[src/rtl/lzw_pkg.sv]
// Shared definitions for the LZW frame controller: FSM encoding, default
// framing geometry and the start-of-frame decision used by IDLE and CLR.
package lzw_pkg;

    typedef enum logic [2:0] {
        IDLE,
        PRE,
        HDR,
        PLD,
        CLR,
        ERR
    } state_e;

    localparam int unsigned LZW_HDR_LEN     = 12;
    localparam int unsigned LZW_CRC_LEN     = 4;
    localparam int unsigned LZW_LOCK_FRAMES = 16;

    localparam logic [7:0] GMII_PREAMBLE = 8'h55;
    localparam logic [7:0] GMII_SFD      = 8'hD5;

    // CLR reuses this so a frame may start in the cycle right after the previous one.
    function automatic state_e idle_next(input logic dv, input logic [7:0] data);
        if (!dv) begin
            return IDLE;
        end
        return (data == GMII_PREAMBLE) ? PRE : ERR;
    endfunction

endpackage

[src/rtl/lzw_crc_strip.sv]
// Payload delay line: holds the last DEPTH bytes back so trailing FCS bytes
// are never released; a byte pops out only when a newer byte pushes it.
module lzw_crc_strip
    import lzw_pkg::*;
#(
    parameter int unsigned DEPTH = LZW_CRC_LEN
) (
    input  logic       clk,
    input  logic       rst_n,
    input  logic       push,
    input  logic       flush,
    input  logic [7:0] din,
    output logic [7:0] dout,
    output logic       dout_vld
);

    logic [DEPTH-1:0][7:0] data_q, data_d;
    logic [DEPTH-1:0]      vld_q, vld_d;

    always_ff @(posedge clk or negedge rst_n) begin
        if (!rst_n) begin
            data_q <= '0;
            vld_q  <= '0;
        end else begin
            data_q <= data_d;
            vld_q  <= vld_d;
        end
    end

    always_comb begin
        data_d = data_q;
        vld_d  = vld_q;
        if (flush) begin
            vld_d = '0;
        end else if (push) begin
            data_d[0] = din;
            vld_d[0]  = 1'b1;
            for (int unsigned i = 1; i < DEPTH; i++) begin
                data_d[i] = data_q[i-1];
                vld_d[i]  = vld_q[i-1];
            end
        end
    end

    always_comb begin
        dout     = data_q[DEPTH-1];
        dout_vld = push && !flush && vld_q[DEPTH-1];
    end

endmodule

[src/rtl/lzw_frame_ctrl.sv]
// GMII frame front-end for the LZW compressor: strips preamble/SFD/header and FCS,
// counts good and aborted frames. Optional dictionary lock: define LZW_DICT_LOCK_EN.
module lzw_frame_ctrl
    import lzw_pkg::*;
#(
    parameter int unsigned HDR_LEN     = LZW_HDR_LEN,
    parameter int unsigned CRC_LEN     = LZW_CRC_LEN,
    parameter int unsigned LOCK_FRAMES = LZW_LOCK_FRAMES
) (
    input  logic        I_sys_clk,
    input  logic        I_sys_rst_n,
    input  logic [7:0]  I_gmii_data,
    input  logic        I_gmii_dv,
    output logic [7:0]  O_tx_data,
    output logic        O_tx_data_en,
    output logic        O_state_clr,
    output logic        O_dictionary_lock,
    input  logic        I_lock_clr,
    output logic [15:0] O_frame_cnt,
    output logic [15:0] O_err_cnt
);

    localparam int unsigned HCW = (HDR_LEN > 1) ? $clog2(HDR_LEN) : 1;

    state_e         state_q, state_d;
    logic [HCW-1:0] hdr_cnt_q, hdr_cnt_d;
    logic [7:0]     tx_data_q, tx_data_d;
    logic           tx_en_q, tx_en_d;
    logic           out_seen_q, out_seen_d;
    logic [15:0]    frame_cnt_q, frame_cnt_d;
    logic [15:0]    err_cnt_q, err_cnt_d;

    logic           push, flush, good_frame;
    logic [7:0]     pop_data;
    logic           pop_vld;

    always_ff @(posedge I_sys_clk or negedge I_sys_rst_n) begin
        if (!I_sys_rst_n) begin
            state_q <= IDLE;
        end else begin
            state_q <= state_d;
        end
    end

    always_comb begin
        state_d = state_q;
        case (state_q)
            IDLE, CLR: state_d = idle_next(I_gmii_dv, I_gmii_data);
            PRE: begin
                if (!I_gmii_dv) begin
                    state_d = ERR;
                end else if (I_gmii_data == GMII_SFD) begin
                    state_d = HDR;
                end else if (I_gmii_data != GMII_PREAMBLE) begin
                    state_d = ERR;
                end
            end
            HDR: begin
                if (!I_gmii_dv) begin
                    state_d = ERR;
                end else if (hdr_cnt_q == HCW'(HDR_LEN - 1)) begin
                    state_d = PLD;
                end
            end
            PLD: if (!I_gmii_dv) state_d = CLR;
            ERR: if (!I_gmii_dv) state_d = IDLE;
            default: state_d = IDLE;
        endcase
    end

    // Flushing in CLR/ERR covers every path back into IDLE, including CLR->PRE.
    always_comb begin
        push  = (state_q == PLD) && I_gmii_dv;
        flush = (state_q == CLR) || (state_q == ERR);
    end

    lzw_crc_strip #(
        .DEPTH (CRC_LEN)
    ) u_crc_strip (
        .clk      (I_sys_clk),
        .rst_n    (I_sys_rst_n),
        .push     (push),
        .flush    (flush),
        .din      (I_gmii_data),
        .dout     (pop_data),
        .dout_vld (pop_vld)
    );

    always_comb begin
        hdr_cnt_d = '0;
        if ((state_q == HDR) && I_gmii_dv) begin
            hdr_cnt_d = hdr_cnt_q + 1'b1;
        end
        tx_en_d     = pop_vld;
        tx_data_d   = pop_vld ? pop_data : tx_data_q;
        out_seen_d  = (state_q == PLD) && (out_seen_q || pop_vld);
        good_frame  = (state_q == CLR) && out_seen_q;
        frame_cnt_d = frame_cnt_q;
        err_cnt_d   = err_cnt_q;
        if (good_frame) begin
            frame_cnt_d = frame_cnt_q + 16'd1;
        end else if ((state_q == CLR) || ((state_q == ERR) && !I_gmii_dv)) begin
            err_cnt_d = err_cnt_q + 16'd1;
        end
    end

    always_ff @(posedge I_sys_clk or negedge I_sys_rst_n) begin
        if (!I_sys_rst_n) begin
            hdr_cnt_q   <= '0;
            tx_data_q   <= '0;
            tx_en_q     <= 1'b0;
            out_seen_q  <= 1'b0;
            frame_cnt_q <= '0;
            err_cnt_q   <= '0;
        end else begin
            hdr_cnt_q   <= hdr_cnt_d;
            tx_data_q   <= tx_data_d;
            tx_en_q     <= tx_en_d;
            out_seen_q  <= out_seen_d;
            frame_cnt_q <= frame_cnt_d;
            err_cnt_q   <= err_cnt_d;
        end
    end

    always_comb begin
        O_tx_data    = tx_data_q;
        O_tx_data_en = tx_en_q;
        O_state_clr  = (state_q == CLR);
        O_frame_cnt  = frame_cnt_q;
        O_err_cnt    = err_cnt_q;
    end

`ifdef LZW_DICT_LOCK_EN
    localparam int unsigned LCW = $clog2(LOCK_FRAMES + 1);

    logic [LCW-1:0] lock_cnt_q, lock_cnt_d;
    logic           lock_q, lock_d;

    always_ff @(posedge I_sys_clk or negedge I_sys_rst_n) begin
        if (!I_sys_rst_n) begin
            lock_cnt_q <= '0;
            lock_q     <= 1'b0;
        end else begin
            lock_cnt_q <= lock_cnt_d;
            lock_q     <= lock_d;
        end
    end

    // Counter saturates so the lock edge happens once per release.
    always_comb begin
        lock_cnt_d = lock_cnt_q;
        lock_d     = lock_q;
        if (good_frame) begin
            if (lock_cnt_q < LCW'(LOCK_FRAMES)) begin
                lock_cnt_d = lock_cnt_q + 1'b1;
            end
            if (lock_cnt_q == LCW'(LOCK_FRAMES - 1)) begin
                lock_d = 1'b1;
            end
        end
        if (I_lock_clr) begin
            lock_cnt_d = '0;
            lock_d     = 1'b0;
        end
    end

    always_comb O_dictionary_lock = lock_q;
`else
    logic unused_lock_clr;

    always_comb begin
        unused_lock_clr   = I_lock_clr;
        O_dictionary_lock = 1'b0;
    end
`endif

endmodule

[config.mk]
export PLATFORM = sky130hd
export DESIGN_NAME = lzw_frame_ctrl
export DESIGN_NICKNAME = d
export VERILOG_FILES = /design/src/rtl/lzw_pkg.sv /design/src/rtl/lzw_crc_strip.sv /design/src/rtl/lzw_frame_ctrl.sv
export SDC_FILE = /design/constraint.sdc
export NUM_CORES = 1
export LEC_CHECK = 0
export ABC_AREA = 0
export CAP_MARGIN = 30
export CELL_PAD_IN_SITES_DETAIL_PLACEMENT = 1
export CELL_PAD_IN_SITES_GLOBAL_PLACEMENT = 1
export CORE_MARGIN = 2
export CORE_UTILIZATION = 38
export DETAILED_ROUTE_END_ITERATION = 6
export HOLD_SLACK_MARGIN = 0.02
export PLACE_DENSITY_LB_ADDON = 0.1
export SETUP_SLACK_MARGIN = 0.5
export SLEW_MARGIN = 20
export SYNTH_ARGS = -nofsm -noshare
export SYNTH_HDL_FRONTEND = slang
export SYNTH_SLANG_ARGS = --single-unit
[constraint.sdc]
create_clock -name I_sys_clk -period 1.9 [get_ports I_sys_clk]
set_clock_uncertainty 0.05 [all_clocks]
set_input_delay 0.38 -clock I_sys_clk [delete_from_list [all_inputs] [get_ports I_sys_clk]]
set_output_delay 0.38 -clock I_sys_clk [all_outputs]
set_load 0.02 [all_outputs]
==> flow_results.org <==
** Status
- The run finished with clean final reports.

** Synthesis
- Sequential cell area fraction in the yosys report :: 58.3%
- Counting instances in the post-synthesis netlist gives the leading cell types as nand2_1 (117), dfrtp_1 (85), xnor2_1 (22).
- The synthesized design contains 85 register bits.
- The number of nets handed over by synthesis was 365.
- Number of warning messages in the yosys log :: 0
- After synthesis, the largest area contributor takes up 58.3% of total cell area.
- Most frequent cell after synthesis :: nand2_1
- Dominant cells by area after synthesis :: dfrtp_1 (58%), nand2_1 (12%), xnor2_1 (5.3%), mux2_2 (3.1%), xor2_1 (2.2%)
- Biggest area consumer among synthesized cells :: dfrtp_1
- Share of flip-flops with an asynchronous set or reset :: 100%
- Yosys mapped the design onto 46 distinct sky130hd cell types.
- Post-synthesis instance area :: 3650 µm²
- Each instance of the synthesized netlist takes up on average about 10 µm².
- In this run, synthesis inferred 0 flip-flops with an integrated enable.
- In the synthesized netlist, the number of instances is 350.
- Among all flip-flop cells after synthesis, the most frequent one is dfrtp_1.

** STA
- Setup violations remaining at the end of the flow were counted as 0.
- The total count of max-transition violations in the final report was 0.
- Dividing the final minimum period by the clock period gives 93.5%.
- Headroom to the max-slew limit came out at 56.3%.
- The number of hold violations in the final report came to 0.
- For the pin with the worst max-slew slack, the measured transition is 0.656 ns.
- Min cycle time layout :: around 1.8 ns
- Setup repair after global routing could not meet its margin everywhere.
- Hold is met by 0.328 ns.
- Setup slack on the critical path of the routed design comes to 0.123 ns.
- For this run, the top clock speed supported by timing is approximately 560 MHz.

** Setup path
- Worst R2R Path Depth :: 4
- Sort of element at the end of the critical path :: flip-flop
- CP bufs+invs :: 0
- In this run the critical register-to-register path is captured at O_err_cnt[14].
- Worst path slowest cell :: dfrtp_1
- STA classifies the critical path startpoint as a flip-flop.
- Crit path largest cell delay :: 0.42 ns
- Arrival @ worst endpoint :: 1.98 ns
- The startpoint identified for the worst register-to-register timing path is state_q[0].
- Cell family with the largest share of critical-path delay :: simple AND/OR/NAND/NOR gates
- CP Data Required Time :: roughly 2.1 ns
- R2R setup slack :: 0.12 ns
- Type of the worst setup path :: flip-flop to flip-flop
- Cell count along the critical path :: 4
- Of all nets on the critical path, the largest fanout is 2.
- The critical path goes through mux2_4, or4_4, or3_4, xnor2_2.

** Layout
- Across the whole layout, storage elements account for 2140 µm².
- Counting the fill cells in the layout gives 972.
- The number of antenna diodes in the final layout is 0.
- At the end of the flow, the number of nets in the layout was 507.
- In the final layout, the multi-input gates occupy about 1900 µm².
- Layout cells sized above 1 :: about 50%
- Design area :: 5680 µm²
- The area growth from synthesis to layout is 55.6%.
- Final instance count without filler cells :: between 600 and 700

** Global route
- The via count of the first global-routing pass is 3,169.
- The first global-routing pass estimated 15.7 mm of wire.
- Entering global routing, the biggest net connects between 50 and 60 pins.
- Number of antenna violations at the first check in global routing :: 0
- All-layer global routing usage :: between 10% and 20%
- Remaining global-route overflow :: 0

** Floorplan
- Die width :: slightly above 100 µm
- 55 I/O pins were placed.
- Overall die area :: 10,400 µm²
- The region available for standard cell placement spans 9280 µm².
- Number of rows in the core area :: 35
- Height of the die :: slightly above 100 µm
- Starting utilization of the core area :: 39.3%

** Detailed routing
- Vias after detailed routing :: 3,023
- Final antenna-violating net count :: 0
- Final WL :: 9.92 mm
- The first detailed-routing pass ran for 4 iterations.
- After detailed routing, the number of remaining DRC violations is 0.
- In this run, the number of DRC markers left after iteration 0 of detailed routing was 40.
- Via density :: 4.84
- Final routed wire length divided by cell count :: 15.9 µm

** Power
- Pwr/cell area :: 854 nW/µm²
- Total power for the finished layout comes to 4.85 mW.
- Lkg Pwr :: 3.13 nW
- Across the VDD grid, the largest voltage drop is roughly 0.00067 V.

** Clock network
- Counting every sink on the clock net gives 85.
- Clock-pin slew was measured on the worst setup and hold paths at 0.09 ns.
- Bufs on Longest Clock Path :: 2
- TritonCTS created 9 clock buffers.
- The H-tree was split into 3 levels.
- TritonCTS built the clock tree.
- Clock Latency Late Sink :: 0.35 ns
- The tree is rooted in a clkbuf_8.

** Placement
- Including well taps, the total number of placed cells is between 500 and 600.
- Post-placement worst setup slack :: -0.345 ns
- DP Area :: 4670 µm²
- Number of input and output port buffers inserted :: 52
- Detail Placement HPWL :: 5.36 mm
- Routability-driven placement finished with a final weighted congestion of a little under 0.8.

** Job
- Max-cap violations in this run came to 0.

** Min path
- The worst hold path begins at I_gmii_data[6].
- For hold timing, the worst endpoint is u_crc_strip.data_q[6].
- The worst hold path passes through 4 cells.
- Worst min-delay path class :: primary input to flip-flop
sequential cells by signal, indices dropped and copies added, names as in the netlist:
signal              flops
u_crc_strip.data_q     24
O_err_cnt              16
O_frame_cnt            16
O_tx_data               8
u_crc_strip.dout        8
hdr_cnt_q               4
u_crc_strip.vld_q       4
state_q                 3
O_tx_data_en            1
out_seen_q              1
worst max-delay path by stage:
stage | to | from
after floorplan | O_err_cnt[14] | O_err_cnt[0]
after global routing | O_err_cnt[14] | state_q[0]
final | O_err_cnt[14] | state_q[0]
after CTS | O_err_cnt[14] | state_q[0]
after detailed placement | O_err_cnt[14] | I_gmii_dv
after global placement | O_err_cnt[14] | I_gmii_dv
report_power, final:
group / total, mW / internal (mW) / switching [mW]
clock: 1.30 / 0.612 / 0.692
combinational: 1.52 / 0.807 / 0.712
sequential: 2.03 / 1.92 / 0.108
repair_timing:
item,CTS,global route
endpoints found under the hold margin,26,0
gates cloned,5,0
pin swaps,37,40
resized for setup,247,79
hold buffers,1,0
buffers inserted,36,16
endpoints found under the setup margin,118,98
area by class of cell:
type                            instances  share of cell area, %
Sequential cell                        85                   37.7
Multi-Input combinational cell        244                   33.0
Timing Repair Buffer                  144                   22.5
Tap cell                              129                   2.84
Clock buffer                            9                   2.18
Clock inverter                          6                   1.28
Inverter                                8                  0.573
kinds of logic after synthesis:
family / share of synthesized area (%)
muxes: 3.50
other: 0.103
xor gates and xnor gates: 7.88
buffers and inverters: 2.64
adders and majority gates: 1.03
and+or+nand+nor: 22.8
AOI/OAI and AO/OA: 3.77
DFF: 58.3
worst min-delay path: cells and delay by family:
family / cells / cell delay [ns]
and+or+nand+nor: 2 / 0.08
buffers and inverters: 2 / 0.23
cell usage in the layout (no fill, tap or decap), types with 2 or more instances in the layout:
master	Yosys	final
and3_1	5	5
nor2_1	13	7
buf_6	1	31
nor2_2	0	4
dlygate4sd2_1	0	8
nand2b_1	3	2
mux2_4	1	10
and4_1	2	2
clkinv_4	0	3
dfrtp_1	85	76
buf_12	0	4
nand2_2	0	30
clkbuf_8	0	9
o2bb2ai_1	2	2
nand2_1	117	66
xnor2_2	1	3
nand2_4	0	21
buf_4	1	65
o22ai_1	3	3
ha_1	3	2
nand4_1	11	11
xnor2_1	22	20
nor4_4	0	3
nand3_1	8	7
dfrtp_2	0	9
buf_2	2	29
nor4bb_4	0	2
a31oi_1	2	2
nand4bb_1	2	2
buf_16	0	4
inv_1	8	6
nor2_4	0	2
xor2_1	9	8
a2bb2oi_1	2	2
metal layers:
layer | global-route usage, % | share of wire (%)
met1 | 25.0 | 43
met2 | 34.2 | 52
met4 | 5.44 | 1.2
met5 | 0 | 0
met3 | 4.17 | 3.6
through the flow:
stage	util, %	TNS, ns
6_report	61.2	0
5_1_grt	61.2	0
4_1_cts	56.9	0
3_5_place_dp	50.3	-8.84
3_3_place_gp	50.3	-8.03
2_1_floorplan	-	0
Power figures use the tool's default switching activity.
